[config.mk]
export PLATFORM = sky130hd
export DESIGN_NAME = tug_field
export DESIGN_NICKNAME = d
export VERILOG_FILES = /design/src/rtl/tug_field.sv
export SDC_FILE = /design/constraint.sdc
export NUM_CORES = 1
export LEC_CHECK = 0
export BUFFER_PORTS_ARGS = -buffer_cell sky130_fd_sc_hd__buf_2
export CORE_MARGIN = 4
export CORE_UTILIZATION = 30
export CTS_CLUSTER_SIZE = 40
export DETAILED_ROUTE_END_ITERATION = 8
export GPL_TIMING_DRIVEN = 0
export PLACE_DENSITY = 0.49
export SETUP_SLACK_MARGIN = 0.5
export SLEW_MARGIN = 20
export SYNTH_ARGS = -nofsm -noshare
export SYNTH_HDL_FRONTEND = slang
export SYNTH_SLANG_ARGS = --single-unit
[constraint.sdc]
create_clock -name clk -period 3.6 [get_ports clk]
set_input_delay 0.36 -clock clk [delete_from_list [all_inputs] [get_ports clk]]
set_output_delay 0.36 -clock clk [all_outputs]
set_load 0.03 [all_outputs]
[src/rtl/tug_field.sv]
// ---------------------------------------------------------------------------
// tug_field -- playfield stage of the tug-of-war game.
//
// Turns the two player button levels into single-step press events and walks
// one lit LED along a NUM_LEDS-wide strip. The victory detector downstream
// watches led9/led1 together with the button levels and raises freeze while
// it shows a winner.
//
// Optional feature: define DEBOUNCE_EN to put a DEBOUNCE_CYCLES-sample
// filter in front of each press detector. Without it, raw L/R feed the
// press detectors directly.
//
// Ports:
//   clk     in   system clock, rising edge
//   reset   in   synchronous active-high reset
//   L, R    in   left/right button levels (already synchronised), active high
//   freeze  in   high while a winner is shown; blocks all movement
//   leds    out  one-hot strip, leds[0] = LED1 (right), leds[NUM_LEDS-1] = LED9
//   led9    out  leds[NUM_LEDS-1]
//   led1    out  leds[0]
//   moved   out  one-cycle pulse in the cycle after any position change
// ---------------------------------------------------------------------------
module tug_field #(
  parameter int NUM_LEDS        = 9,
  parameter int CENTER          = 5,
  parameter int DEBOUNCE_CYCLES = 4
) (
  input  logic                clk,
  input  logic                reset,
  input  logic                L,
  input  logic                R,
  input  logic                freeze,
  output logic [NUM_LEDS-1:0] leds,
  output logic                led9,
  output logic                led1,
  output logic                moved
);

  if (NUM_LEDS < 3 || NUM_LEDS > 16 || CENTER < 1 || CENTER > NUM_LEDS ||
      DEBOUNCE_CYCLES < 2 || DEBOUNCE_CYCLES > 255) begin : g_bad_param
    $error("tug_field: parameter out of legal range");
  end

  localparam logic [NUM_LEDS-1:0] CENTER_ONEHOT = NUM_LEDS'(1) << (CENTER - 1);

  typedef enum logic {IDLE = 1'b0, HELD = 1'b1} press_state_t;

  // Bit 1 is the left player, bit 0 the right player.
  logic [1:0] raw;
  logic [1:0] level;
  logic [1:0] press;

  assign raw = {L, R};

  genvar gi;
  for (gi = 0; gi < 2; gi++) begin : g_btn
    press_state_t state_reg;
    press_state_t state_next;
    logic         press_evt;
    // arm_reg blocks a press from a button that was already down when reset
    // was applied; it re-arms as soon as the raw level is seen low.
    logic         arm_reg;

`ifdef DEBOUNCE_EN
    logic [7:0] cnt_reg;
    logic       filt_reg;

    // Filtered level flips only after DEBOUNCE_CYCLES consecutive samples
    // that disagree with it; any agreeing sample restarts the count.
    always_ff @(posedge clk) begin
      if (reset) begin
        cnt_reg  <= '0;
        filt_reg <= 1'b0;
      end else if (raw[gi] == filt_reg) begin
        cnt_reg <= '0;
      end else if (cnt_reg == 8'(DEBOUNCE_CYCLES - 1)) begin
        cnt_reg  <= '0;
        filt_reg <= raw[gi];
      end else begin
        cnt_reg <= cnt_reg + 8'd1;
      end
    end

    assign level[gi] = filt_reg;
`else
    assign level[gi] = raw[gi];
`endif

    always_ff @(posedge clk) begin
      if (reset) begin
        state_reg <= IDLE;
        arm_reg   <= ~raw[gi];
      end else begin
        state_reg <= state_next;
        arm_reg   <= arm_reg | ~raw[gi];
      end
    end

    always_comb begin
      state_next = state_reg;
      press_evt  = 1'b0;
      case (state_reg)
        IDLE: begin
          if (level[gi]) begin
            state_next = HELD;
            press_evt  = arm_reg;
          end
        end
        HELD: begin
          if (!level[gi]) state_next = IDLE;
        end
        default: state_next = IDLE;
      endcase
    end

    assign press[gi] = press_evt;
  end

  logic [NUM_LEDS-1:0] leds_reg;
  logic [NUM_LEDS-1:0] leds_next;
  logic                moved_reg;
  logic                move;

  // Shifting the one-hot vector keeps it one-hot; the end checks make the
  // light saturate instead of falling off either side of the strip.
  always_comb begin
    leds_next = leds_reg;
    move      = 1'b0;
    if (!freeze) begin
      if (press[1] && !press[0] && !leds_reg[NUM_LEDS-1]) begin
        leds_next = leds_reg << 1;
        move      = 1'b1;
      end else if (press[0] && !press[1] && !leds_reg[0]) begin
        leds_next = leds_reg >> 1;
        move      = 1'b1;
      end
    end
  end

  always_ff @(posedge clk) begin
    if (reset) begin
      leds_reg  <= CENTER_ONEHOT;
      moved_reg <= 1'b0;
    end else begin
      leds_reg  <= leds_next;
      moved_reg <= move;
    end
  end

  assign leds  = leds_reg;
  assign led9  = leds_reg[NUM_LEDS-1];
  assign led1  = leds_reg[0];
  assign moved = moved_reg;

endmodule
==> results.sh <==
export IMPL_setup_violations=0
export IMPL_tns_ns=0
export IMPL_via_per_inst=4.87
export IMPL_diodes=0
export IMPL_drc_errors=0
export IMPL_stdcell_area_um2=785
export IMPL_irDropWorstVdd_mv=0.199
export IMPL_postSynthCellCount=67
export IMPL_detail_route_antenna_nets=0
export IMPL_tritoncts="done"
export IMPL_h_tree_depth=1
export IMPL_cts_repair_resized=0
export IMPL_cts_sinks=14
export IMPL_multi_input_area_um2=315
export IMPL_yosys_warnings=0
export IMPL_grt_pass1_vias=529
export IMPL_antenna_found_initial=0
export IMPL_outcome="finished, final reports clean"
export IMPL_numCtsBuffers=3
export IMPL_hold_viol_final=0
export IMPL_drv_slew=0
export IMPL_crit_reg2reg_launch="g_btn[1].state_reg"
export IMPL_clk_path_buf_depth=2
export IMPL_coreArea_um2=2000
export IMPL_max_freq_mhz=681
export IMPL_synth_top_area_share_pct=43.2
export IMPL_worstPathRequired_ns=3.74
export IMPL_hold_depth=2
export IMPL_vias=550
export IMPL_crit_buf_inv=1
export IMPL_synth_avg_cell_area_um2=9.67
export IMPL_ios=17
export IMPL_layout_drive_gt1_share_pct=30.2
export IMPL_yosys_area_top_type="dfxtp_1"
export IMPL_grt_max_degree=11
export IMPL_reg2regPathDepth=5
export IMPL_rrSetupSlack_ns=2.13
export IMPL_fillers=219
export IMPL_gp_congestion=0.755
export IMPL_dieWidth_um=54.5
export IMPL_power_density_nw_per_um2=400
export IMPL_min_path_type="in -> reg"
export IMPL_final_setup_skew_ns=0.00149
export IMPL_crit_path_max_fanout=6
export IMPL_cp_end_kind="register"
export IMPL_synth_area_um2=648
export IMPL_worstPathCellList="nand3b_1 > or3_1 > buf_6 > a21oi_4 > o22ai_1"
export IMPL_overflow=0
export IMPL_synthTopCellsByArea="dfxtp_1, mux2i_1, nand2b_1"
export IMPL_arrival_ns=1.61
export IMPL_worst_pin_slew_ns=0.452
export IMPL_die_y_um=54.5
export IMPL_rsz0062_at_grt="false"
export IMPL_place_area_um2=762
export IMPL_avgRoutedWirePerCell_um=12.3
export IMPL_area_growth_pct=21.0
export IMPL_cpMaxStageDelayCell="or3_1"
export IMPL_seqCellArea_um2=280
export IMPL_start_util_pct=32.4
export IMPL_place_inst=110
export IMPL_period_share_pct=40.8
export IMPL_path_class="reg -> reg"
export IMPL_slowest_delay_ns=0.38
export IMPL_path_delay_family="simple AND/OR/NAND/NOR gates"
export IMPL_fin_cells=113
export IMPL_maxCapViolations=0
export IMPL_synth_cell_type_count=29
export IMPL_wl_um=1390
export IMPL_timing_rr_end="leds[2]"
export IMPL_gr_usage_all_layers_pct=11.3
export IMPL_firstDrtPassIters=3
export IMPL_drtIter0Drc=4
export IMPL_min_to="g_btn[1].arm_reg"
export IMPL_clock_latency_ns=0.27
export IMPL_ys_ff_latch=14
export IMPL_clkTransAtPathRegs_ns=0.08
export IMPL_largest_reg_flops=9
export IMPL_min_delay_start="L"
export IMPL_cp_start_kind="register"
export IMPL_synth_nets=72
export IMPL_ys_seq_area_share_pct=43.2
export IMPL_rows=16
export IMPL_cts_setup_buffers=0
export IMPL_cts_root_buffer="clkbuf_4"
export IMPL_p_leak_nw=0.359
export IMPL_grt_pass1_wl_um=2360
export IMPL_relSlewSlack_pct=69.7
export IMPL_post_dp_hpwl_um=1050
export IMPL_period_minus_slack_ns=1.47
export IMPL_cts_hold_buf=0
export IMPL_port_buffer_count=16
export IMPL_num_nets_final=93
export IMPL_dieArea_um2=2970
## layout by cell type (no fill, tap or decap), drive strengths merged
master   count
buf         19
dfxtp       14
inv          6
mux2i        4
nand2b       4
o22ai        4
clkbuf       4
o21ai        4
nor2         3
nor3         3
a21oi        3
nand3b       2
or3          2
a211oi       2
nor2b        2
and3b        2
o31ai        1
a221oi       1
a41oi        1
a31oi        1
nand2        1
a311o        1
mux2         1
a2bb2oi      1
## power by group
group | internal (mW) | switching (mW) | total [mW]
logic | 0.0234 | 0.0362 | 0.0596
registers | 0.163 | 0.00668 | 0.170
clock network | 0.0386 | 0.0460 | 0.0846
total | 0.225 | 0.0889 | 0.314
## how the worst max path moves through the flow
stage,from,end,cells after the start
2_1_floorplan,R,leds[5],5
3_3_place_gp,R,leds[6],6
3_5_place_dp,R,leds[5],6
4_1_cts,g_btn[1].state_reg,leds[3],5
5_1_grt,g_btn[1].state_reg,leds[3],5
6_report,g_btn[1].state_reg,leds[2],5
## metal layers
| layer | wire (um) | global-route usage, % |
|---|---|---|
| met5 | 0 | 0 |
| met4 | 18 | 7.47 |
| met3 | 65 | 2.45 |
| met2 | 614 | 16.5 |
| met1 | 688 | 14.6 |
## cell families after synthesis
family | count (synthesis) | share of synthesized area (%)
AOI/OAI and AO/OA | 19 | 21.0
and+or+nand+nor | 19 | 19.7
DFF | 14 | 43.2
buffers and inverters | 10 | 8.11
muxes | 5 | 7.92
## area by class of cell
| type | instances | area share, % |
|---|---|---|
| clock buffers | 3 | 2.87 |
| multi-input cells | 43 | 40.2 |
| flip-flops and latches | 14 | 35.7 |
| plain buffers | 4 | 3.83 |
| well taps | 27 | 4.31 |
| repair buffers | 16 | 10.2 |
| inverters | 6 | 2.87 |
## metrics by stage
step / hold slack (ns) / setup WS [ns] / util (%) / power [mW]
floorplan: 0.436 / 2.22 / - / 0.216
global placement: 0.451 / 2.02 / 38.1 / 0.233
detailed placement: 0.463 / 2.02 / 38.1 / 0.233
CTS: 0.291 / 2.13 / 39.2 / 0.318
global route: 0.305 / 2.04 / 39.2 / 0.333
finish: 0.298 / 2.13 / 39.2 / 0.314
## cell usage after synthesis
master     count
nand2_1        1
a2bb2oi_1      1
nor3_4         1
buf_6          1
a221oi_1       1
a211oi_1       2
nand3b_1       2
mux2i_1        4
nor3_1         2
o31ai_1        1
and3b_1        1
nor2_1         3
and3b_4        1
o22ai_1        4
a31oi_1        1
dfxtp_1       14
inv_1          6
a311o_1        1
a21oi_1        2
or3_1          2
o21ai_0        2
mux2_2         1
a41oi_1        1
a21oi_4        1
clkbuf_1       1
buf_4          2
o21ai_1        2
nand2b_1       4
nor2b_1        2
(Power assumes the default switching activity.)
